<file path="src/rtl/input_port_if.sv">
// Board-to-CPU input handshake bundle: raw switch/button/read inputs and the captured-word outputs.
interface input_port_if #(
  parameter int WIDTH = 8
);
  logic [WIDTH-1:0] sw;
  logic             btn;
  logic             rd;
  logic [WIDTH-1:0] data;
  logic             valid;
  logic             overrun;

  modport master (output sw, btn, rd, input data, valid, overrun);
  modport slave  (input sw, btn, rd, output data, valid, overrun);
endinterface

</file>
<file path="src/rtl/input_port.sv">
// Synchronises switches, button and CPU read; debounces the button and captures the switch word
// on each debounced press, offering it to the CPU through a valid / read-edge handshake.
module input_port #(
  parameter int WIDTH           = 8,
  parameter int DEBOUNCE_CYCLES = 100000,
  parameter int SYNC_STAGES     = 2
) (
  input  logic         i_clk,
  input  logic         i_rst,
  input_port_if.slave  port
);
  localparam int CW = $clog2(DEBOUNCE_CYCLES + 1);

  typedef enum logic [1:0] {LOW, WAIT_HI, HIGH, WAIT_LO} state_t;

  logic [SYNC_STAGES-1:0]            btn_sync;
  logic [SYNC_STAGES-1:0]            rd_sync;
  logic [SYNC_STAGES-1:0][WIDTH-1:0] sw_sync;
  logic             btn_s;
  logic             rd_s;
  logic [WIDTH-1:0] sw_s;

  logic             rd_prev;
  logic             rd_edge;

  state_t           state, state_nx;
  logic [CW-1:0]    cnt, cnt_nx;
  logic             press;

  logic [WIDTH-1:0] data_q;
  logic             valid_q;
  logic             overrun_q;

  always_ff @(posedge i_clk or posedge i_rst) begin
    if (i_rst) begin
      btn_sync <= '0;
      rd_sync  <= '0;
      sw_sync  <= '0;
    end else begin
      btn_sync <= {btn_sync[SYNC_STAGES-2:0], port.btn};
      rd_sync  <= {rd_sync[SYNC_STAGES-2:0], port.rd};
      sw_sync  <= {sw_sync[SYNC_STAGES-2:0], port.sw};
    end
  end

  assign btn_s = btn_sync[SYNC_STAGES-1];
  assign rd_s  = rd_sync[SYNC_STAGES-1];
  assign sw_s  = sw_sync[SYNC_STAGES-1];

  // Read edge is registered, so a consume lands two cycles after the synced read rises.
  always_ff @(posedge i_clk or posedge i_rst) begin
    if (i_rst) begin
      rd_prev <= 1'b0;
      rd_edge <= 1'b0;
    end else begin
      rd_prev <= rd_s;
      rd_edge <= rd_s & ~rd_prev;
    end
  end

  always_ff @(posedge i_clk or posedge i_rst) begin
    if (i_rst) begin
      state <= LOW;
      cnt   <= '0;
    end else begin
      state <= state_nx;
      cnt   <= cnt_nx;
    end
  end

  always_comb begin
    state_nx = state;
    cnt_nx   = cnt;
    case (state)
      LOW: begin
        if (btn_s) begin
          state_nx = WAIT_HI;
          cnt_nx   = CW'(1);
        end
      end
      WAIT_HI: begin
        if (!btn_s) begin
          state_nx = LOW;
          cnt_nx   = '0;
        end else if (cnt == CW'(DEBOUNCE_CYCLES)) begin
          state_nx = HIGH;
          cnt_nx   = '0;
        end else begin
          cnt_nx = cnt + 1'b1;
        end
      end
      HIGH: begin
        if (!btn_s) begin
          state_nx = WAIT_LO;
          cnt_nx   = CW'(1);
        end
      end
      WAIT_LO: begin
        if (btn_s) begin
          state_nx = HIGH;
          cnt_nx   = '0;
        end else if (cnt == CW'(DEBOUNCE_CYCLES)) begin
          state_nx = LOW;
          cnt_nx   = '0;
        end else begin
          cnt_nx = cnt + 1'b1;
        end
      end
      default: begin
        state_nx = LOW;
        cnt_nx   = '0;
      end
    endcase
  end

  always_comb begin
    press = 1'b0;
    if (state == WAIT_HI && btn_s && cnt == CW'(DEBOUNCE_CYCLES)) press = 1'b1;
  end

  // A read edge coinciding with a press consumes the old word, so no overrun is flagged.
  always_ff @(posedge i_clk or posedge i_rst) begin
    if (i_rst) begin
      data_q    <= '0;
      valid_q   <= 1'b0;
      overrun_q <= 1'b0;
    end else if (press) begin
      data_q  <= sw_s;
      valid_q <= 1'b1;
      if (rd_edge)      overrun_q <= 1'b0;
      else if (valid_q) overrun_q <= 1'b1;
    end else if (rd_edge && valid_q) begin
      valid_q   <= 1'b0;
      overrun_q <= 1'b0;
    end
  end

  assign port.data    = data_q;
  assign port.valid   = valid_q;
  assign port.overrun = overrun_q;
endmodule

</file>
<file path="src/flat_wrapper.sv">
// flat-port wrapper written by rule: the top's interface ports become plain ports
module input_port_flat 
#(
  parameter int WIDTH           = 8,
  parameter int DEBOUNCE_CYCLES = 100000,
  parameter int SYNC_STAGES     = 2
)
  (i_clk, i_rst, port_sw, port_btn, port_rd, port_data, port_valid, port_overrun);
  input_port_if #(.WIDTH(WIDTH)) port_i ();
  input  logic i_clk;
  input  logic i_rst;
  input wire logic [$bits(port_i.sw)-1:0] port_sw;
  input wire logic [$bits(port_i.btn)-1:0] port_btn;
  input wire logic [$bits(port_i.rd)-1:0] port_rd;
  output wire logic [$bits(port_i.data)-1:0] port_data;
  output wire logic [$bits(port_i.valid)-1:0] port_valid;
  output wire logic [$bits(port_i.overrun)-1:0] port_overrun;
  assign port_i.sw = port_sw;
  assign port_i.btn = port_btn;
  assign port_i.rd = port_rd;
  assign port_data = port_i.data;
  assign port_valid = port_i.valid;
  assign port_overrun = port_i.overrun;
  input_port #(.WIDTH(WIDTH), .DEBOUNCE_CYCLES(DEBOUNCE_CYCLES), .SYNC_STAGES(SYNC_STAGES)) u_core (.i_clk(i_clk), .i_rst(i_rst), .port(port_i));
endmodule
</file>
<file path="config.mk">
export PLATFORM = sky130hd
export DESIGN_NAME = input_port_flat
export DESIGN_NICKNAME = d
export VERILOG_FILES = /design/src/rtl/input_port_if.sv /design/src/rtl/input_port.sv /design/src/flat_wrapper.sv
export SDC_FILE = /design/constraint.sdc
export NUM_CORES = 1
export LEC_CHECK = 0
export ABC_AREA = 1
export CORE_MARGIN = 2
export CORE_UTILIZATION = 56
export CTS_CLUSTER_SIZE = 28
export DETAILED_ROUTE_END_ITERATION = 7
export GPL_TIMING_DRIVEN = 0
export PLACE_DENSITY = 0.87
export SLEW_MARGIN = 20
export SYNTH_ARGS = -nofsm -noshare
export SYNTH_HDL_FRONTEND = slang
export SYNTH_SLANG_ARGS = --single-unit
</file>
<file path="constraint.sdc">
create_clock -name i_clk -period 1.9 [get_ports i_clk]
set_clock_uncertainty 0.1 [all_clocks]
set_input_delay 0.38 -clock i_clk [delete_from_list [all_inputs] [get_ports i_clk]]
set_output_delay 0.38 -clock i_clk [all_outputs]
set_load 0.005 [all_outputs]
</file>
# [Word-level counts from Yosys, hierarchy flattened]
# Cells that the tools add are included.
[word_totals] regBits=51 input_bits=12 output_inout_bits=10 wordCells=50
[op_classes] add_sub_neg=1 n_eq_ne=9 mux=19 bitwise=2 reduce_logical=8
[op_table] operator="$mux W17" n=5
[op_table] operator="$pmux W17 S4" n=1
[op_table] operator="$add A17 B1 Y17 const B" n=1
[op_table] operator="$eq A17 B17 Y1 const B" n=1
[op_table] operator="$mux W2" n=6
[op_table] operator="$pmux W2 S4" n=1
[op_table] operator="$mux W1" n=6
[op_table] operator="$eq A2 B2 Y1 const B" n=2
[op_table] operator="$reduce_and A2 Y1" n=2
[op_table] operator="$reduce_and A4 Y1" n=1
[op_table] operator="$logic_and A1 B1 Y1" n=3
[op_table] operator="$ne A3 B1 Y1 const B" n=1
[op_table] operator="$ne A3 B2 Y1 const B" n=1
[op_table] operator="$ne A3 B3 Y1 const B" n=1
[op_table] operator="$eq A2 B1 Y1 const B" n=1
[op_table] operator="$logic_not A2 Y1" n=1
[op_table] operator="$ne A2 B1 Y1 const B" n=1
[op_table] operator="$ne A2 B2 Y1 const B" n=1
[op_table] operator="$reduce_bool A2 Y1" n=1
[op_table] operator="$and A1 B1 Y1" n=1
[op_table] operator="$not A1 Y1" n=1

# [Longest topological paths before layout]
# Gate-level depths: netlist of the first run.
[depth] depth_word=6 depth_mapped=11 ltp_nobuf=11

# [Least setup slack after synthesis of the first run]
# OpenSTA, ideal clock, no wires.
[synth_path] kind="register to register" from="register u_core.cnt[0]" to="register u_core.data_q[0], in the netlist u_core.port.data[0]" setup_time_ns=0.117 arrival_ns=1.366 setup_slack_ns=0.317 path_stages_with_launch=11 n_path_buf=1 period_less_slack_ns=1.583 cell_sequence="dfrtp_1 inv_1 ha_1 inv_1 nor2_1 nand2_1 nor2_1 nand4_4 buf_6 nand2_2 o21ai_2"
[synth_via] elab_chain_len=3
[synth_rtl] item="from (decl)" line="input_port.sv:27" rtl="logic [CW-1:0] cnt, cnt_nx;"
[synth_rtl] item="from (signal assigned)" line="input_port.sv:67" rtl="cnt <= cnt_nx;"
[synth_rtl] item="$eq A17 B17 Y1" line="input_port.sv:118" rtl="if (state == WAIT_HI && btn_s && cnt == CW'(DEBOUNCE_CYCLES)) press = 1'b1;"
[synth_rtl] item="$logic_and A1 B1 Y1" line="input_port.sv:118"
[synth_rtl] item="$mux W1" line="input_port.sv:118"
[synth_rtl] item="to (signal assigned)" line="input_port.sv:128" rtl="data_q <= sw_s;"
[synth_rtl] item="to (decl)" line="input_port.sv:30" rtl="logic [WIDTH-1:0] data_q;"
# No other way between the ends.
# A chain may end at the register's enable or synchronous reset.

# [Final worst setup path of the first run]
# Ends and elaborated chain as after synthesis.

==> flow_summary.yaml, run 1 <==
final_layout:
  layoutNonFillerInstCount: 330
  antennaDiodeCount: 0
  drive_gt1_share_pct: 16.1
  fill_cells: 316
  design_area_um2: 2680
  nets: 293
  synthToLayoutAreaGrowth_pct: 17.2
synthesis:
  synthFlopType: "dfrtp_1"
  ys_warn_count: 0
  seq_area_frac_synth_pct: 55.7
  synthesis.area_um2: 2290
  synthCells: 250
  syn-num-nets: 264
  yosys.cell_types.count: 29
  avgSynthCellArea_um2: 9.16
  ys_ff_latch: 51
  synth_edf_count: 0
  synthArstFlopShare_pct: 100
routing:
  drtPass1Iterations: 4
  ant_nets: 0
  post-route-drc-count: 0
  wl_per_cell_um: 12.9
  wl_um: 4260
  vias: 1685
  viasPerCell: 5.11
  drt_iter0_markers: 132
sta:
  rsz0062_at_grt: "no"
  fin_crit_ns: 1.75
  setup_violations: 0
  hold_violations: 0
  relSlewSlack_pct: 66.3
  fin_tns_setup_ns: 0
  hold_slack_ns: 0.255
  fin_crit_sh_pct: 92.2
  finalWorstSetupSlack_ns: 0.149
  worst_pin_slew_ns: 0.504
  max_freq_mhz: 571
  finalMaxSlewViolations: 0
critical_path:
  worstPathArrival_ns: 1.85
  path_class: "reg2reg"
  crit_top_cell: "inv_1"
  r2r_setup_slack_ns: 0.15
  cp-start-kind: "flip-flop"
  cp_max_fo: 10
  cp-end-kind: "flip-flop"
  cp_top_family: "simple AND/OR/NAND/NOR gates"
  crit_chain: "inv_1 > ha_1 > inv_1 > nor2_1 > nand2_1 > nor2_2 > nand4_4 > buf_6 > nand2_2 > o21ai_2"
  cp_num_buf_inv: 3
  max_stage_delay_ns: 0.43
  cpMaxStageDelayCell: "dfrtp_1"
  cp.required_ns: 2.00
outcome:
  status: "finished, final reports clean"
job:
  max-cap-violations: 0
clocking:
  cts_tree: "built"
  htree_levels: 2
  clock-root-buffer: "clkbuf_8"
  cts_sinks: 51
  cts_buffers: 5
  clock_latency_ns: 0.31
  cts.path.max_buffers: 2
  clk_pin_slew_worst_paths_ns: 0.10
floorplanning:
  dieArea_um2: 4620
  core_um2: 3970
  initial_core_util_pct: 57.7
  fp.dieH_um: 67.9
  num_rows: 23
  die_w_um: 67.9
  pin_count: 22
global_route:
  track_usage_pct: 20.8
  grt_pass1_wl_um: 6980
  overflow: 0
  grt_max_degree: 29
  antenna_found_initial: 0
  grt_pass1_vias: 1623
worst_hold_path:
  hold_path_class: "reg2reg"
power_and_ir_drop:
  irDropWorstVdd_v: 0.000519
  p_per_area_nw_per_um2: 870
  cellLeakagePower_nw: 1.28
placed_design:
  port_buffers: 21
  place_congestion: 0.880
  placed_cell_area_um2: 2580
  dpl_worst_slack_ns: 0.0687
  hpwl_um: 3040
  dpl.cell_count: 322
-- kinds of logic (layout without fill, tap and decap cells) --
group	after synthesis	in the layout	share of synthesized area [%]
AOI/OAI and AO/OA	25	25	7.92
adders and majority gates	2	2	1.09
xor gates and xnor gates	4	4	1.53
buffers and inverters	43	73	7.49
DFF	51	51	55.7
and+or+nand+nor	125	125	26.2
-- metrics by stage --
stage	utilization [%]	total power [mW]
6_report	67.6	2.34
5_1_grt	67.6	2.45
4_1_cts	67.5	2.35
3_5_place_dp	65.0	1.69
3_3_place_gp	64.5	1.67
2_1_floorplan	-	1.57
-- routing by layer --
layer	part of all wire, %	vias up	track usage [%]
met4	3.1	0	10.5
met1	40	781	25.8
met5	0	-	0
met3	5.4	13	3.78
met2	51	52	34.7
li1	-	839	-
-- cell usage in the layout (no fill, tap or decap), types with 4 or more instances in the layout --
master,count
clkbuf_8,6
dfrtp_1,51
nand3_1,16
nor2_1,19
clkdlybuf4s50_1,21
a21oi_1,4
inv_2,8
o21ai_2,9
nand2_2,4
o22ai_1,5
nand2_1,67
nor2_2,4
inv_1,32
nand4_1,4
-- final cells by class --
cell class / count / area (um^2) / share of cell area (%)
flip-flops and latches: 51 / 1280 / 47.6
inverters: 42 / 160 / 5.97
plain buffers: 1 / 11.3 / 0.420
clock inverters: 2 / 16.3 / 0.606
well taps: 50 / 62.6 / 2.33
clock buffers: 6 / 82.6 / 3.08
multi-input cells: 156 / 845 / 31.5
repair buffers: 22 / 230 / 8.58
-- power by group --
group	internal (mW)	total, mW	switching (mW)
combinational	0.152	0.447	0.295
clock	0.298	0.660	0.362
sequential	1.15	1.23	0.0779
-- worst reg2reg max path: stages, from the launching register on --
cell and delay [ns]:
dfrtp_1 0.43, inv_1 0.10, ha_1 0.16, inv_1 0.04, nor2_1 0.07, nand2_1 0.06, nor2_2 0.14, nand4_4 0.19
buf_6 0.22, nand2_2 0.07, o21ai_2 0.06
-- Yosys cell counts (2+ instances only) --
cell type / n / area [um^2]
ha_1: 2 / 25.0
inv_1: 33 / 124
nand2_2: 4 / 25.0
o21ai_2: 9 / 78.8
o22ai_1: 5 / 31.3
nand3_1: 16 / 80.1
nand3_2: 3 / 30.0
inv_2: 7 / 26.3
o21ai_0: 3 / 15.0
dfrtp_1: 51 / 1280
nand4_1: 4 / 25.0
nor2_1: 20 / 75.1
nor3_1: 3 / 15.0
nor2_2: 3 / 18.8
o21bai_1: 2 / 15.0
a21oi_1: 4 / 20.0
xor2_1: 3 / 26.3
nand2_1: 67 / 251
-- repair_timing --
| action | 4_1_cts | 5_1_grt |
|---|---|---|
| gates resized for setup | 0 | 1 |
| buffers inserted | 0 | 0 |
| hold endpoints to repair | 0 | 0 |
| endpoints found under the setup margin | 0 | 7 |
| hold buffers | 0 | 0 |
-- path summary, 6_finish.rpt --
path | startpoint | endpoint | cells after the start
max | u_core.cnt[0] | u_core.port.data[0] | 10
min | u_core.sw_sync[2] | u_core.sw_s[2] | 0
max reg2reg | u_core.cnt[0] | u_core.port.data[0] | 10
min reg2reg | u_core.sw_sync[2] | u_core.sw_s[2] | 0
max in group asynchronous | i_rst | u_core.port.data[4] | 3
min in group asynchronous | i_rst | u_core.cnt[10] | 2
-- registers in the layout, summed over array words and instances, names as in the netlist, named ones only --
signal               flops
u_core.port.overrun      1
u_core.port.data         8
u_core.rd_edge           1
u_core.port.valid        1
u_core.state             1
u_core.cnt              17
u_core.btn_sync          2
u_core.rd_sync           2
u_core.sw_sync           8
u_core.rd_prev           1
u_core.sw_s              8
Power figures use the tool's default switching activity.
==> run 2: changes to the inputs <==
--- a/config.mk
+++ b/config.mk
@@ -7,11 +7,12 @@
 export LEC_CHECK = 0
 export ABC_AREA = 1
 export CORE_MARGIN = 2
-export CORE_UTILIZATION = 56
+export CORE_UTILIZATION = 59
+export CTS_BUF_LIST = sky130_fd_sc_hd__clkbuf_8
 export CTS_CLUSTER_SIZE = 28
 export DETAILED_ROUTE_END_ITERATION = 7
 export GPL_TIMING_DRIVEN = 0
-export PLACE_DENSITY = 0.87
+export PLACE_DENSITY = 0.91
 export SLEW_MARGIN = 20
 export SYNTH_ARGS = -nofsm -noshare
 export SYNTH_HDL_FRONTEND = slang
==> flow_summary.yaml, run 2 (synthesized netlist as in run 1, its figures left out) <==
final_layout:
  final_core_utilization_pct: 73.4
  final_cell_mix: "67 x nand2_1, 51 x dfrtp_1, 32 x inv_1"
  drive_gt1_share_pct: 16.3
  largest_reg_flops: 17
  final_common_cell: "nand2_1"
  fill_cells: 269
  synthToLayoutAreaGrowth_pct: 18.3
  largest-register: "u_core.cnt"
  antennaDiodeCount: 0
  layoutNonFillerInstCount: 330
  nets: 296
power_and_ir_drop:
  irDropWorstVdd_v: 0.000644
  switching_share_pct: 30.9
  pwr-share-seq_pct: 50.6
  cellLeakagePower_nw: 1.29
  power_frac_comb_pct: 19.2
  p_per_area_nw_per_um2: 902
  p_switching_uw: 754
  p_int_mw: 1.69
  pwr-share-clk_pct: 30.1
critical_path:
  worstSetupStartpoint: "u_core.cnt[0]"
  cp_max_fo: 5
  endpoint: "u_core.port.data[4]"
  cp-start-kind: "flip-flop"
  cp-end-kind: "flip-flop"
  worst_r2r_endpoint: "u_core.port.data[4]"
  cp.required_ns: 1.99
  r2r_setup_slack_ns: 0.14
  worstReg2RegStart: "u_core.cnt[0]"
  path_class: "reg2reg"
  worstPathArrival_ns: 1.84
  reg2regPathDepth: 10
sta:
  setup_violations: 0
  relSlewSlack_pct: 66.7
  rsz0062_at_grt: "no"
  hold_violations: 0
  finalMaxSlewViolations: 0
  fin_crit_sh_pct: 92.5
  fin_crit_ns: 1.76
  worst_pin_slew_ns: 0.499
  hold_slack_ns: 0.256
  fin_tns_setup_ns: 0
  max_freq_mhz: 569
  finalWorstSetupSlack_ns: 0.143
routing:
  wl_per_cell_um: 14.5
  drt_iter0_markers: 222
  drtPass1Iterations: 4
  vias: 1735
  wl_um: 4770
  viasPerCell: 5.26
  post-route-drc-count: 0
  ant_nets: 0
clocking:
  clock_latency_ns: 0.30
  clock-root-buffer: "clkbuf_8"
  cts_sinks: 51
  cts_tree: "built"
  htree_levels: 2
  clk_pin_slew_worst_paths_ns: 0.10
  cts_hold_buf: 0
  cts_buffers: 5
  post_cts_buffers: 0
  cts.path.max_buffers: 2
  cts-resized-gates: 0
placed_design:
  place_congestion: 0.869
  port_buffers: 21
  dpl_worst_slack_ns: 0.137
  dpl.cell_count: 320
  hpwl_um: 3030
global_route:
  gr-usage-met1_pct: 28.5
  grt_pass1_vias: 1599
  overflow: 0
  grt_max_degree: 29
  met2_usage_pct: 37.0
  antenna_found_initial: 0
  use_met3_pct: 4.60
  grt_busiest_layer: "met2"
  track_usage_pct: 22.3
  grt_pass1_wl_um: 7240
worst_hold_path:
  whs_path_depth: 0
  hold_path_class: "reg2reg"
floorplanning:
  fp.dieH_um: 66.3
  die_w_um: 66.3
  initial_core_util_pct: 62.1
  dieArea_um2: 4400
  num_rows: 22
  core_um2: 3690
  pin_count: 22
outcome:
  status: "finished, final reports clean"
job:
  max-cap-violations: 0
==> run 2: cell count changes in the layout (fill, tap and decap cells not counted) <==
cell,before,now
nor2_2,4,3
clkbuf_8,6,5
clkinv_4,1,0
bufinv_16,0,1
nor2_1,19,20
buf_4,0,3
==> run 2: power by group through the flow <==
stage | combinational (mW) | sequential [mW] | clock [mW]
2_1_floorplan | 0.337 | 1.23 | 0
3_3_place_gp | 0.425 | 1.24 | 0
3_5_place_dp | 0.449 | 1.25 | 0
4_1_cts | 0.465 | 1.23 | 0.740
5_1_grt | 0.505 | 1.24 | 0.786
6_report | 0.470 | 1.24 | 0.736
==> run 2: how the worst min path moves through the flow <==
stage / start / end / slack (ns)
2_1_floorplan: u_core.btn_sync[0] / u_core.btn_sync[1] / 0.23
3_3_place_gp: u_core.btn_sync[0] / u_core.btn_sync[1] / 0.23
3_5_place_dp: u_core.sw_sync[6] / u_core.sw_s[6] / 0.24
4_1_cts: u_core.sw_sync[6] / u_core.sw_s[6] / 0.26
5_1_grt: u_core.sw_sync[6] / u_core.sw_s[6] / 0.26
6_report: u_core.sw_sync[6] / u_core.sw_s[6] / 0.26
==> run 2: routing by layer <==
| metal | share of wire [%] | wire length [um] |
|---|---|---|
| met4 | 1.4 | 68 |
| met1 | 40 | 1930 |
| met2 | 51 | 2460 |
| met5 | 0 | 0 |
| met3 | 6.6 | 317 |
==> run 2: stage by stage <==
stage | power [mW] | instance area, um^2
floorplan | 1.57 | 2290
global placement | 1.67 | 2560
detailed placement | 1.70 | 2580
CTS | 2.44 | 2690
global route | 2.53 | 2710
finish | 2.44 | 2710
==> run 2: worst max-delay path: stages, from the launching register on <==
cell     delay (ns)
dfrtp_1        0.44
inv_1          0.12
ha_1           0.17
inv_1          0.04
nor2_1         0.07
nand2_1        0.05
nor2_1         0.16
nand4_4        0.15
buf_4          0.19
nand2_1        0.08
o21ai_2        0.07
==> run 2: final cells by class <==
cell class	instances	area [um^2]	share of cell area (%)
repair buffers	25	253	9.33
clock buffers	5	68.8	2.54
inverters	42	160	5.91
clock inverters	2	37.5	1.39
plain buffers	1	11.3	0.416
flip-flops and latches	51	1280	47.1
well taps	48	60.1	2.22
multi-input cells	156	842	31.1
